===== src/rtl/seven_seg_pkg.sv =====
// Shared types and glyph helpers for the multiplexed 7-segment display controller.
// Segment patterns are active low, bit 0 = CA ... bit 6 = CG.
package seven_seg_pkg;

    typedef enum logic [1:0] {
        ST_IDLE    = 2'd0,
        ST_LOAD    = 2'd1,
        ST_CONVERT = 2'd2,
        ST_COMMIT  = 2'd3
    } state_e;

    localparam logic [6:0] GLYPH_DASH  = 7'b0111111;
    localparam logic [6:0] GLYPH_BLANK = 7'h7F;

    function automatic logic [6:0] hex_to_seg(input logic [3:0] v);
        logic [6:0] g;
        case (v)
            4'h0:    g = 7'b1000000;
            4'h1:    g = 7'b1111001;
            4'h2:    g = 7'b0100100;
            4'h3:    g = 7'b0110000;
            4'h4:    g = 7'b0011001;
            4'h5:    g = 7'b0010010;
            4'h6:    g = 7'b0000010;
            4'h7:    g = 7'b1111000;
            4'h8:    g = 7'b0000000;
            4'h9:    g = 7'b0010000;
            4'hA:    g = 7'b0001000;
            4'hB:    g = 7'b0000011;
            4'hC:    g = 7'b1000110;
            4'hD:    g = 7'b0100001;
            4'hE:    g = 7'b0000110;
            default: g = 7'b0001110;
        endcase
        return g;
    endfunction

endpackage


===== src/rtl/seven_seg_display_ctrl_if.sv =====
// Value/mode input bus of the display controller, plus the FSM state for observation.
interface seven_seg_display_ctrl_if
    import seven_seg_pkg::*;
#(
    parameter int DATA_W     = 16,
    parameter int NUM_DIGITS = 4
) ();
    // A transfer happens on a rising edge with data_valid && data_ready; the value and
    // all mode bits are captured then. data_valid while data_ready is low is ignored.
    logic                  data_valid;
    logic                  data_ready;
    logic [DATA_W-1:0]     data_in;
    logic                  hex_mode;
    logic                  signed_mode;
    logic                  blank_lz;
    logic [NUM_DIGITS-1:0] dp_in;
    logic [3:0]            brightness;
    state_e                dbg_state;

    modport master (
        output data_valid, data_in, hex_mode, signed_mode, blank_lz, dp_in, brightness,
        input  data_ready, dbg_state
    );

    modport slave (
        input  data_valid, data_in, hex_mode, signed_mode, blank_lz, dp_in, brightness,
        output data_ready, dbg_state
    );
endinterface


===== src/rtl/bin2bcd_seq.sv =====
// Sequential double-dabble converter: one magnitude bit per cycle, DATA_W cycles after start.
// done is high during the cycle whose closing edge performs the final shift.
module bin2bcd_seq #(
    parameter int DATA_W = 16,
    parameter int BCD_D  = 6
) (
    input  logic                 clk,
    input  logic                 reset_n,
    input  logic                 start,
    input  logic [DATA_W-1:0]    bin,
    output logic                 busy,
    output logic                 done,
    output logic [4*BCD_D-1:0]   bcd
);
    localparam int CNT_W = $clog2(DATA_W + 1);

    logic [DATA_W-1:0]  sh_q, sh_d;
    logic [4*BCD_D-1:0] bcd_q, bcd_d, adj;
    logic [CNT_W-1:0]   cnt_q, cnt_d;

    always_comb begin
        adj   = bcd_q;
        sh_d  = sh_q;
        bcd_d = bcd_q;
        cnt_d = cnt_q;
        // The register is cleared on start, so the correction before the first shift is a no-op.
        for (int i = 0; i < BCD_D; i++) begin
            if (bcd_q[4*i +: 4] > 4'd4) adj[4*i +: 4] = bcd_q[4*i +: 4] + 4'd3;
        end
        if (start) begin
            sh_d  = bin;
            bcd_d = '0;
            cnt_d = CNT_W'(DATA_W);
        end else if (cnt_q != '0) begin
            bcd_d = {adj[4*BCD_D-2:0], sh_q[DATA_W-1]};
            sh_d  = sh_q << 1;
            cnt_d = cnt_q - 1'b1;
        end
    end

    always_ff @(posedge clk or negedge reset_n) begin
        if (!reset_n) begin
            sh_q  <= '0;
            bcd_q <= '0;
            cnt_q <= '0;
        end else begin
            sh_q  <= sh_d;
            bcd_q <= bcd_d;
            cnt_q <= cnt_d;
        end
    end

    assign busy = (cnt_q != '0);
    assign done = (cnt_q == CNT_W'(1));
    assign bcd  = bcd_q;
endmodule


===== src/rtl/seven_seg_display_ctrl.sv =====
// Multi-digit common-anode 7-segment controller: accepts a value, converts it, commits it
// atomically to a display register and time-multiplexes the digits with PWM brightness.
module seven_seg_display_ctrl
    import seven_seg_pkg::*;
#(
    parameter int NUM_DIGITS = 4,
    parameter int DATA_W     = 16,
    parameter int REFRESH_W  = 17
) (
    input  logic                    clk,
    input  logic                    reset_n,
    seven_seg_display_ctrl_if.slave bus,
    output logic [6:0]              seg,
    output logic                    dp,
    output logic [NUM_DIGITS-1:0]   an
);
    localparam int BCD_D = (DATA_W + 2) / 3;
    localparam int IDX_W = (NUM_DIGITS > 1) ? $clog2(NUM_DIGITS) : 1;
    localparam int PAD_W = 64;

    state_e state_q, state_d;

    logic [DATA_W-1:0]       cap_data_q;
    logic                    cap_hex_q, cap_sgn_q, cap_blz_q;
    logic [NUM_DIGITS-1:0]   cap_dp_q;

    logic [4*NUM_DIGITS-1:0] val_q;
    logic                    neg_q, ovf_q, blz_q;
    logic [NUM_DIGITS-1:0]   dpr_q;

    logic [REFRESH_W-1:0]    cnt_q;
    logic [IDX_W-1:0]        idx_q;
    logic [6:0]              seg_q, seg_d;
    logic                    dp_q, dp_d;
    logic [NUM_DIGITS-1:0]   an_q, an_d;

    logic                    accept, neg_in, cvt_start, cvt_busy, cvt_done, commit_ovf;
    logic [DATA_W-1:0]       mag;
    logic [4*BCD_D-1:0]      cvt_bcd;
    logic [PAD_W-1:0]        src_pad;

    assign accept         = (state_q == ST_IDLE) && bus.data_valid;
    assign bus.data_ready = (state_q == ST_IDLE);
    assign bus.dbg_state  = state_q;

    // Sign handling is decimal only; the magnitude stays unsigned so the most negative input does not wrap.
    assign neg_in    = cap_sgn_q && !cap_hex_q && cap_data_q[DATA_W-1];
    assign mag       = neg_in ? (~cap_data_q + 1'b1) : cap_data_q;
    assign cvt_start = (state_q == ST_LOAD) && !cap_hex_q && !cvt_busy;

    bin2bcd_seq #(.DATA_W(DATA_W), .BCD_D(BCD_D)) u_bin2bcd (
        .clk     (clk),
        .reset_n (reset_n),
        .start   (cvt_start),
        .bin     (mag),
        .busy    (cvt_busy),
        .done    (cvt_done),
        .bcd     (cvt_bcd)
    );

    assign src_pad    = cap_hex_q ? PAD_W'(cap_data_q) : PAD_W'(cvt_bcd);
    assign commit_ovf = ((src_pad >> (4 * NUM_DIGITS)) != '0) ||
                        (neg_in && (src_pad[4*NUM_DIGITS-4 +: 4] != 4'd0));

    always_comb begin
        state_d = state_q;
        case (state_q)
            ST_IDLE:    if (bus.data_valid) state_d = ST_LOAD;
            ST_LOAD:    state_d = cap_hex_q ? ST_COMMIT : ST_CONVERT;
            ST_CONVERT: if (cvt_done) state_d = ST_COMMIT;
            ST_COMMIT:  state_d = ST_IDLE;
            default:    state_d = ST_IDLE;
        endcase
    end

    always_ff @(posedge clk or negedge reset_n) begin
        if (!reset_n) begin
            state_q    <= ST_IDLE;
            cap_data_q <= '0;
            cap_hex_q  <= 1'b0;
            cap_sgn_q  <= 1'b0;
            cap_blz_q  <= 1'b0;
            cap_dp_q   <= '0;
            val_q      <= '0;
            neg_q      <= 1'b0;
            ovf_q      <= 1'b0;
            blz_q      <= 1'b0;
            dpr_q      <= '0;
        end else begin
            state_q <= state_d;
            if (accept) begin
                cap_data_q <= bus.data_in;
                cap_hex_q  <= bus.hex_mode;
                cap_sgn_q  <= bus.signed_mode;
                cap_blz_q  <= bus.blank_lz;
                cap_dp_q   <= bus.dp_in;
            end
            if (state_q == ST_COMMIT) begin
                val_q <= src_pad[4*NUM_DIGITS-1:0];
                neg_q <= neg_in;
                ovf_q <= commit_ovf;
                blz_q <= cap_blz_q;
                dpr_q <= cap_dp_q;
            end
        end
    end

    always_ff @(posedge clk or negedge reset_n) begin
        if (!reset_n) begin
            cnt_q <= '0;
            idx_q <= '0;
        end else begin
            cnt_q <= cnt_q + 1'b1;
            if (&cnt_q) idx_q <= (idx_q == IDX_W'(NUM_DIGITS - 1)) ? '0 : idx_q + 1'b1;
        end
    end

    // Glyph precedence: overflow, then sign, then leading-zero blanking, then the digit itself.
    always_comb begin
        seg_d = hex_to_seg(val_q[4*idx_q +: 4]);
        if (ovf_q) seg_d = GLYPH_DASH;
        else if (neg_q && idx_q == IDX_W'(NUM_DIGITS - 1)) seg_d = GLYPH_DASH;
        else if (blz_q && idx_q != '0 && (val_q >> (4 * idx_q)) == '0) seg_d = GLYPH_BLANK;
        dp_d = ovf_q | ~dpr_q[idx_q];
        an_d = '1;
        if (cnt_q[REFRESH_W-1 -: 4] <= bus.brightness) an_d[idx_q] = 1'b0;
    end

    always_ff @(posedge clk or negedge reset_n) begin
        if (!reset_n) begin
            seg_q <= GLYPH_BLANK;
            dp_q  <= 1'b1;
            an_q  <= '1;
        end else begin
            seg_q <= seg_d;
            dp_q  <= dp_d;
            an_q  <= an_d;
        end
    end

    assign seg = seg_q;
    assign dp  = dp_q;
    assign an  = an_q;
endmodule


===== src/flat_wrapper.sv =====
// flat-port wrapper written by rule: the top's interface ports become plain ports
module seven_seg_display_ctrl_flat import seven_seg_pkg::*;
#(
    parameter int NUM_DIGITS = 4,
    parameter int DATA_W     = 16,
    parameter int REFRESH_W  = 17
)
  (clk, reset_n, seg, dp, an, bus_data_valid, bus_data_in, bus_hex_mode, bus_signed_mode, bus_blank_lz, bus_dp_in, bus_brightness, bus_data_ready, bus_dbg_state);
  seven_seg_display_ctrl_if #(.DATA_W(DATA_W), .NUM_DIGITS(NUM_DIGITS)) bus_i ();
  input  logic clk;
  input  logic reset_n;
  output logic [6:0] seg;
  output logic dp;
  output logic [NUM_DIGITS-1:0] an;
  input wire logic [$bits(bus_i.data_valid)-1:0] bus_data_valid;
  input wire logic [$bits(bus_i.data_in)-1:0] bus_data_in;
  input wire logic [$bits(bus_i.hex_mode)-1:0] bus_hex_mode;
  input wire logic [$bits(bus_i.signed_mode)-1:0] bus_signed_mode;
  input wire logic [$bits(bus_i.blank_lz)-1:0] bus_blank_lz;
  input wire logic [$bits(bus_i.dp_in)-1:0] bus_dp_in;
  input wire logic [$bits(bus_i.brightness)-1:0] bus_brightness;
  output wire logic [$bits(bus_i.data_ready)-1:0] bus_data_ready;
  output wire logic [$bits(bus_i.dbg_state)-1:0] bus_dbg_state;
  assign bus_i.data_valid = bus_data_valid;
  assign bus_i.data_in = bus_data_in;
  assign bus_i.hex_mode = bus_hex_mode;
  assign bus_i.signed_mode = bus_signed_mode;
  assign bus_i.blank_lz = bus_blank_lz;
  assign bus_i.dp_in = bus_dp_in;
  assign bus_i.brightness = bus_brightness;
  assign bus_data_ready = bus_i.data_ready;
  assign bus_dbg_state = bus_i.dbg_state;
  seven_seg_display_ctrl #(.NUM_DIGITS(NUM_DIGITS), .DATA_W(DATA_W), .REFRESH_W(REFRESH_W)) u_core (.clk(clk), .reset_n(reset_n), .bus(bus_i), .seg(seg), .dp(dp), .an(an));
endmodule

===== config.mk =====
export PLATFORM = sky130hd
export DESIGN_NAME = seven_seg_display_ctrl_flat
export DESIGN_NICKNAME = d
export VERILOG_FILES = /design/src/rtl/seven_seg_pkg.sv /design/src/rtl/seven_seg_display_ctrl_if.sv /design/src/rtl/bin2bcd_seq.sv /design/src/rtl/seven_seg_display_ctrl.sv /design/src/flat_wrapper.sv
export SDC_FILE = /design/constraint.sdc
export NUM_CORES = 1
export LEC_CHECK = 0
export BUFFER_PORTS_ARGS = -buffer_cell sky130_fd_sc_hd__buf_2
export CORE_MARGIN = 2
export CORE_UTILIZATION = 50
export CTS_BUF_LIST = sky130_fd_sc_hd__clkbuf_8
export DETAILED_ROUTE_END_ITERATION = 10
export GPL_TIMING_DRIVEN = 0
export PLACE_DENSITY_LB_ADDON = 0.15
export SLEW_MARGIN = 40
export SYNTH_ARGS = -nofsm -noshare
export SYNTH_HDL_FRONTEND = slang
export SYNTH_HIERARCHICAL = 1
export SYNTH_SLANG_ARGS = --single-unit

===== constraint.sdc =====
create_clock -name clk -period 2.7 [get_ports clk]
set_clock_uncertainty 0.1 [all_clocks]
set_input_delay 0.54 -clock clk [delete_from_list [all_inputs] [get_ports clk]]
set_output_delay 0.54 -clock clk [all_outputs]
set_load 0.01 [all_outputs]

Word-level counts from Yosys, hierarchy flattened
Memories as Yosys holds them, arrays and structs flattened. Cells that the tools add are included.

$add $sub $neg: 10. Order comparisons: 9. Equal/unequal tests: 7. Shift-type cells: 2. Multiplexer cells: 27. Bitwise logic cells: 4. Reductions and logical operators: 22.

Operators by type and width (count): $mux W24 (3); $reduce_bool A64 Y1 (1); $mux W16 (3); $gt A4 B3 Y1 const B (6); $mux W4 (6); $mux W7 (3); $add A4 B2 Y4 const B (5); $add A17 B1 Y17 const B (1); $reduce_and A17 Y1 (1); $add A16 B1 Y16 const B (1); $logic_not A16 Y1 (1); $not A16 Y16 (1); $shiftx A16 B5 Y4 (1); $shr A16 B4 Y16 (1); $logic_and A1 B1 Y1 (10); $mux W5 (2); $pmux W2 S4 (1); $eq A2 B2 Y1 const B (3); $mux W2 (3); $eq A5 B1 Y1 const B (1); $reduce_bool A5 Y1 (1); $sub A5 B1 Y5 const B (1); $le A4 B4 Y1 (1); $not A4 Y4 (1); 19 further kinds (23).

Register bits: 124. Memory bits (read-only): 112. Input bits: 30. Output and inout bits: 15. Word-level logic and storage cells: 101. Memories kept: 1.

Memories: (name not given) (depth 16, width 7, read ports 1, clocked after memory_dff 0, write ports 0, RTL line seven_seg_pkg.sv:17) `case (v)`.

Logic depth before layout (Yosys ltp)
Depth after elaboration: 6. Gate-level depth with buffers: 11. Gate-level depth less buffers: 9.

Cells and area by module
The synthesis kept the hierarchy.

Modules (own cells, without submodules): seven_seg_display_ctrl (times used 1, cells an instance 384, area an instance 4181.5 sq um); bin2bcd_seq (times used 1, cells an instance 246, area an instance 2332.2 sq um).

Worst setup path before layout
No wires, ideal clock.

Path kind: register to register. Start: register u_core.idx_q[0]. End: register u_core.seg_q[2], in the netlist u_core/seg[2]. Setup time: 98 ps. Data arrival time: 2289 ps. Data required time: 2502 ps. Path slack: 213 ps. Stages on the path, launching flop included: 10. Period minus slack after synthesis: 2487 ps. Cells stage by stage: dfrtp_1 buf_2 mux4_2 inv_1 ha_1 nor4b_1 nand2_1 a211oi_1 nor2_1 o311ai_1.

Word-level cells in the longest chain between the ends: 6. Elaborated cells between the ends (all ways): 12.

RTL lines: from (decl) (RTL line seven_seg_display_ctrl.sv:32) `logic [IDX_W-1:0] idx_q;`; from (signal assigned) (RTL line seven_seg_display_ctrl.sv:114) `if (&cnt_q) idx_q <= (idx_q == IDX_W'(NUM_DIGITS - 1)) ? '0 : idx_q + 1'b1;`; parallel branches: the longest is 4 deep, another holds $mem_v2 Z16 W7; $mux W7 * (RTL line seven_seg_display_ctrl.sv:122) `else if (neg_q && idx_q == IDX_W'(NUM_DIGITS - 1)) seg_d = GLYPH_DASH;`; $mux W7 * (RTL line seven_seg_display_ctrl.sv:121) `if (ovf_q) seg_d = GLYPH_DASH;`; net u_core.seg_d[2] (RTL line seven_seg_display_ctrl.sv:33) `logic [6:0] seg_q, seg_d;`; to (signal assigned) (RTL line seven_seg_display_ctrl.sv:135) `seg_q <= seg_d;`; to (decl) (RTL line seven_seg_display_ctrl.sv:33).

Mark *: on every way through the listed nets, which the timed path passes. A chain may end at the register's enable or synchronous reset.

Worst setup path in the final report
Start: register u_core.u_bin2bcd.cnt_q[0]. End: register u_core.u_bin2bcd.bcd_q[12], in the netlist u_core/u_bin2bcd/bcd[12].

Word-level cells in the longest chain between the ends: 4. Elaborated cells between the ends (all ways): 5.

RTL lines: from (decl) (RTL line bin2bcd_seq.sv:19) `logic [CNT_W-1:0] cnt_q, cnt_d;`; from (signal assigned) (RTL line bin2bcd_seq.sv:49) `cnt_q <= cnt_d;`; $reduce_bool A5 Y1 * (RTL line bin2bcd_seq.sv:53) `assign busy = (cnt_q != '0);`; net u_core.cvt_busy (RTL line seven_seg_display_ctrl.sv:37) `logic accept, neg_in, cvt_start, cvt_busy, cvt_done, commit_ovf;`; $logic_not A1 Y1 * (RTL line seven_seg_display_ctrl.sv:49) `assign cvt_start = (state_q == ST_LOAD) && !cap_hex_q && !cvt_busy;`; $logic_and A1 B1 Y1 * (RTL line seven_seg_display_ctrl.sv:49); net u_core.cvt_start (RTL line seven_seg_display_ctrl.sv:37); $mux W24 / $reduce_bool A2 Y1 (equally long branches); to (signal assigned) (RTL line bin2bcd_seq.sv:44) `bcd_q <= '0;`; to (signal assigned) (RTL line bin2bcd_seq.sv:48) `bcd_q <= bcd_d;`; to (decl) (RTL line bin2bcd_seq.sv:18) `logic [4*BCD_D-1:0] bcd_q, bcd_d, adj;`.

The timed path passes the listed nets; every way through them passes the cells marked *.

==> summary.md <==
| Metric | Value |
|---|---|
| Status | finished clean |
| # setup viols final | 0 |
| I/O pins | 45 |
| Number of H-tree levels | 4 |
| Most frequent cells in the layout | 112 x dfrtp_1, 59 x nor2_1, 51 x buf_2 |
| Root Driver | clkbuf_8 |
| Row cnt | 41 |
| Hold Crit Depth | 2 |
| Synth Area in XOR/XNOR | 4.034% |
| Maxcap violations | 0 |
| Least-Margin Pin Slew | 0.5968 ns |
| Setup CP Type | reg -> reg |
| Placed insts | 847 |
| Antenna-violating nets left | 0 |
| Clk buf depth | 2 |
| Final Core Density | 58.85% |
| Worst Setup SP | u_core/u_bin2bcd/cnt_q[0] |
| Final Slew Violations | 0 |
| Top fanout value on the critical path | 10 |
| Critical Path, Cell by Cell | inv_1, ha_1, nor4b_4, inv_2, buf_2, buf_4, nor3b_1, clkbuf_2, clkbuf_2, a211oi_1 |
| Post-Layout Inst Area | 7457 um^2 |
| DR vias | 4989 |
| Largest family of logic cells by synthesized area | compound AO/OA/AOI/OAI gates |
| Tmin final | 2.501 ns |
| Placeable core area | 12670 um^2 |
| Post-Synthesis Net Count | 689 |
| Syn-to-layout area delta | 14.48% |
| R2R Setup Slk | 0.20 ns |
| Fillers | 1137 |
| Residual DRC | 0 |
| Pre-antenna DRT Iters | 4 |
| Routed WL | 14640 um |
| Clk pin slew, worst setup/hold paths | 0.07 ns |
| Cell area after synthesis | 6514 um^2 |
| Commonest non-fill, non-tap cell in the layout | dfrtp_1 |
| Dpl cell area | 6987 um^2 |
| Pre-CTS setup slack | -0.3474 ns |
| Total CTS buffers | 17 |
| Synth cell types | 57 |
| Worst relative slew slack | 59.85% |
| Simple-Gate Fraction of Synth Area | 12.29% |
| Die Y | 118.1 um |
| Max incr delay on CP | 0.42 ns |
| Worst Hold Class | in -> reg |
| Final period utilization | 92.62% |
| Overall Global Routing Usage | 22.61% |
| FMAX | 399.9 MHz |
| CP required | 2.91 ns |
| FF+latch count, synth | 124 |
| PortBufs | 44 |
| Initial antenna violation count | 0 |
| Total global routing overflow | 0 |
| Compound-gate portion of the synthesized area | 13.48% |
| Post-Synth Adder-Cell Area | 5.570% |
| FF-to-FF path depth | 10 |
| Syn avg cell area | 10.34 um^2 |
| CP max stage cell | dfrtp_1 |
| Area occupied by multi-input gates | 3149 um^2 |
| Clk sinks | 124 |
| Crit path to | u_core/u_bin2bcd/bcd[12] |
| Routed len/inst | 16.54 um |
| Die Span X | 118.1 um |
| Final worst slack | 0.1994 ns |
| Diode count | 0 |
| Post-synthesis sequential area ratio | 47.87% |
| Cell Pwr Density | 1153 nW/um^2 |
| Critical path arrival | 2.71 ns |
| Max VDD drop | 618.7 uV |
| Via/cell ratio | 5.637 |
| Share of cells above drive strength 1 | 22.86% |
| Startpoint types | flip-flop |
| Initial Util | 51.41% |
| Setup repair after global routing missed its margin | no |
| Largest net degree at the start of global routing | 69 |
| Lkg Pwr | 3.427 nW |
| Layout Nets | 759 |
| Synthesis Warnings | 6 |
| Final Hold Fails | 0 |
| Mux share of post-synthesis cell area | 12.72% |
| Most frequent CP cell | clkbuf_2 |
| GPL Wtd Cong | 0.8608 |
| Number of global-route vias before repair | 5030 |
| Iter 0 DRT Violations | 309 |
| First-pass GRT wire length | 24910 um |
| Critical Path Sink Type | flip-flop |
| Post-Synthesis Cells | 630 |
| RR Startpoint | u_core/u_bin2bcd/cnt_q[0] |
| Clock latency on the worst-skew pair | 0.45 ns |
| Die Footprint | 13960 um^2 |
| Worst flop-to-flop path endpoint | u_core/u_bin2bcd/bcd[12] |
| Hpwl dp | 10500 um |
| Storage cell area | 3118 um^2 |
| CTS tree | built |
| Final std cells w/o fill | 885 |
[worst min path at each step]
| stage | start | end | slack (ns) |
|---|---|---|---|
| after detailed placement | u_core/cnt_q[0] | u_core/cnt_q[0] | 0.35 |
| after floorplan | reset_n | u_core/blz_q | 0.14 |
| after CTS | bus_data_in[6] | u_core/cap_data_q[6] | 0.19 |
| final | bus_dp_in[2] | u_core/cap_dp_q[2] | 0.21 |
| after global routing | bus_data_in[2] | u_core/cap_data_q[2] | 0.19 |
| after global placement | u_core/cnt_q[0] | u_core/cnt_q[0] | 0.34 |
[power by group]
| group | total [W] | switching (W) | internal [W] |
|---|---|---|---|
| Sequential | 0.00340 | 0.000778 | 0.00262 |
| Combinational | 0.00357 | 0.00190 | 0.00167 |
| Clock | 0.00163 | 0.000721 | 0.000910 |
| Total | 0.00860 | 0.00339 | 0.00520 |
[state kept, by name (all words and copies together) (netlist names)]
name	count
u_core/u_bin2bcd/bcd	24
u_core/cnt_q	17
u_core/cap_data_q	16
u_core/u_bin2bcd/sh_q	16
u_core/val_q	16
u_core/seg	7
u_core/u_bin2bcd/cnt_q	5
u_core/an	4
u_core/cap_dp_q	4
u_core/dpr_q	4
u_core/bus.dbg_state	2
u_core/idx_q	2
u_core/blz_q	1
u_core/cap_blz_q	1
u_core/cap_hex_q	1
u_core/cap_sgn_q	1
u_core/dp	1
u_core/neg_q	1
u_core/ovf_q	1
[cells by family after synthesis]
family,Yosys count
compound gates,143
xor+xnor,30
fa+ha+maj,29
buf+inv,62
flops,124
mux,72
simple gates,170
[worst max-delay path, delay by kind of cell (launching register included)]
family,cells,cell delay [ns]
buffers and inverters,6,1.08
and+or+nand+nor,2,0.45
DFF,1,0.42
adders and majority gates,1,0.21
AOI/OAI and AO/OA,1,0.09
[synth_stat cells (all sizes together)]
| library cell | instances | area, um^2 |
|---|---|---|
| dfrtp | 112 | 2803 |
| nor2 | 60 | 225.2 |
| nand2 | 51 | 193.9 |
| o21ai | 51 | 255.2 |
| a21oi | 40 | 204.0 |
| mux2i | 35 | 370.4 |
| inv | 34 | 127.6 |
| mux2 | 34 | 390.4 |
| ha | 29 | 362.9 |
| a211oi | 18 | 140.1 |
| xnor2 | 15 | 131.4 |
| xor2 | 15 | 131.4 |
| buf | 14 | 82.58 |
| clkbuf | 14 | 52.55 |
| dfstp | 12 | 315.3 |
| nor3 | 12 | 65.06 |
| nand3 | 10 | 50.05 |
| nor2b | 9 | 56.30 |
| nor4 | 8 | 56.30 |
| a22oi | 6 | 45.04 |
| and3 | 6 | 37.54 |
| o31a | 6 | 52.55 |
| o211ai | 5 | 42.54 |
| o31ai | 5 | 37.54 |
| mux4 | 3 | 67.56 |
| nand2b | 3 | 18.77 |
| nor4b | 3 | 41.29 |
| o311ai | 3 | 26.28 |
| a21o | 2 | 15.01 |
| nand4 | 2 | 12.51 |
| o21a | 2 | 15.01 |
| a311oi | 1 | 8.760 |
| a31oi | 1 | 6.260 |
| nand3b | 1 | 7.510 |
| nor3b | 1 | 7.510 |
| o21bai | 1 | 7.510 |
| o22ai | 1 | 6.260 |
| o41ai | 1 | 16.27 |
| or2 | 1 | 6.260 |
| or3 | 1 | 6.260 |
| or3b | 1 | 8.760 |
| or4 | 1 | 7.510 |
[per-stage QoR]
stage	TNS (ns)	hold WS [ns]	power, W
finish	0	0.2139	0.008598
global route	0	0.1888	0.009273
CTS	0	0.1871	0.008605
detailed placement	-12.08	0.3454	0.006919
global placement	-74.95	0.3390	0.006735
floorplan	0	0.1444	0.005886
[metal layers]
metal	vias up	share of wire (%)	wire, um	track usage (%)
met5	-	0	0	0
met2	127	47	6920	34.79
met1	2485	46	6718	30.99
met3	21	5.1	749	5.598
li1	2356	-	-	-
met4	0	1.7	247	8.434
[what timing repair did]
item	CTS	global route
hold buffers	1	0
resized for setup	6	13
hold endpoints to repair	57	0
pin swaps	0	1
setup buffers	2	3
setup endpoints to repair	52	52
[layout make-up]
cell class	instances	area share (%)
inverter	34	1.711
timing repair buffer	51	4.094
multi-input combinational	444	42.23
tap	172	2.886
sequential	124	41.81
clock inverter	14	1.896
buffer	28	2.047
clock buffer	18	3.322
No activity file was read; power rests on OpenSTA's default activity.
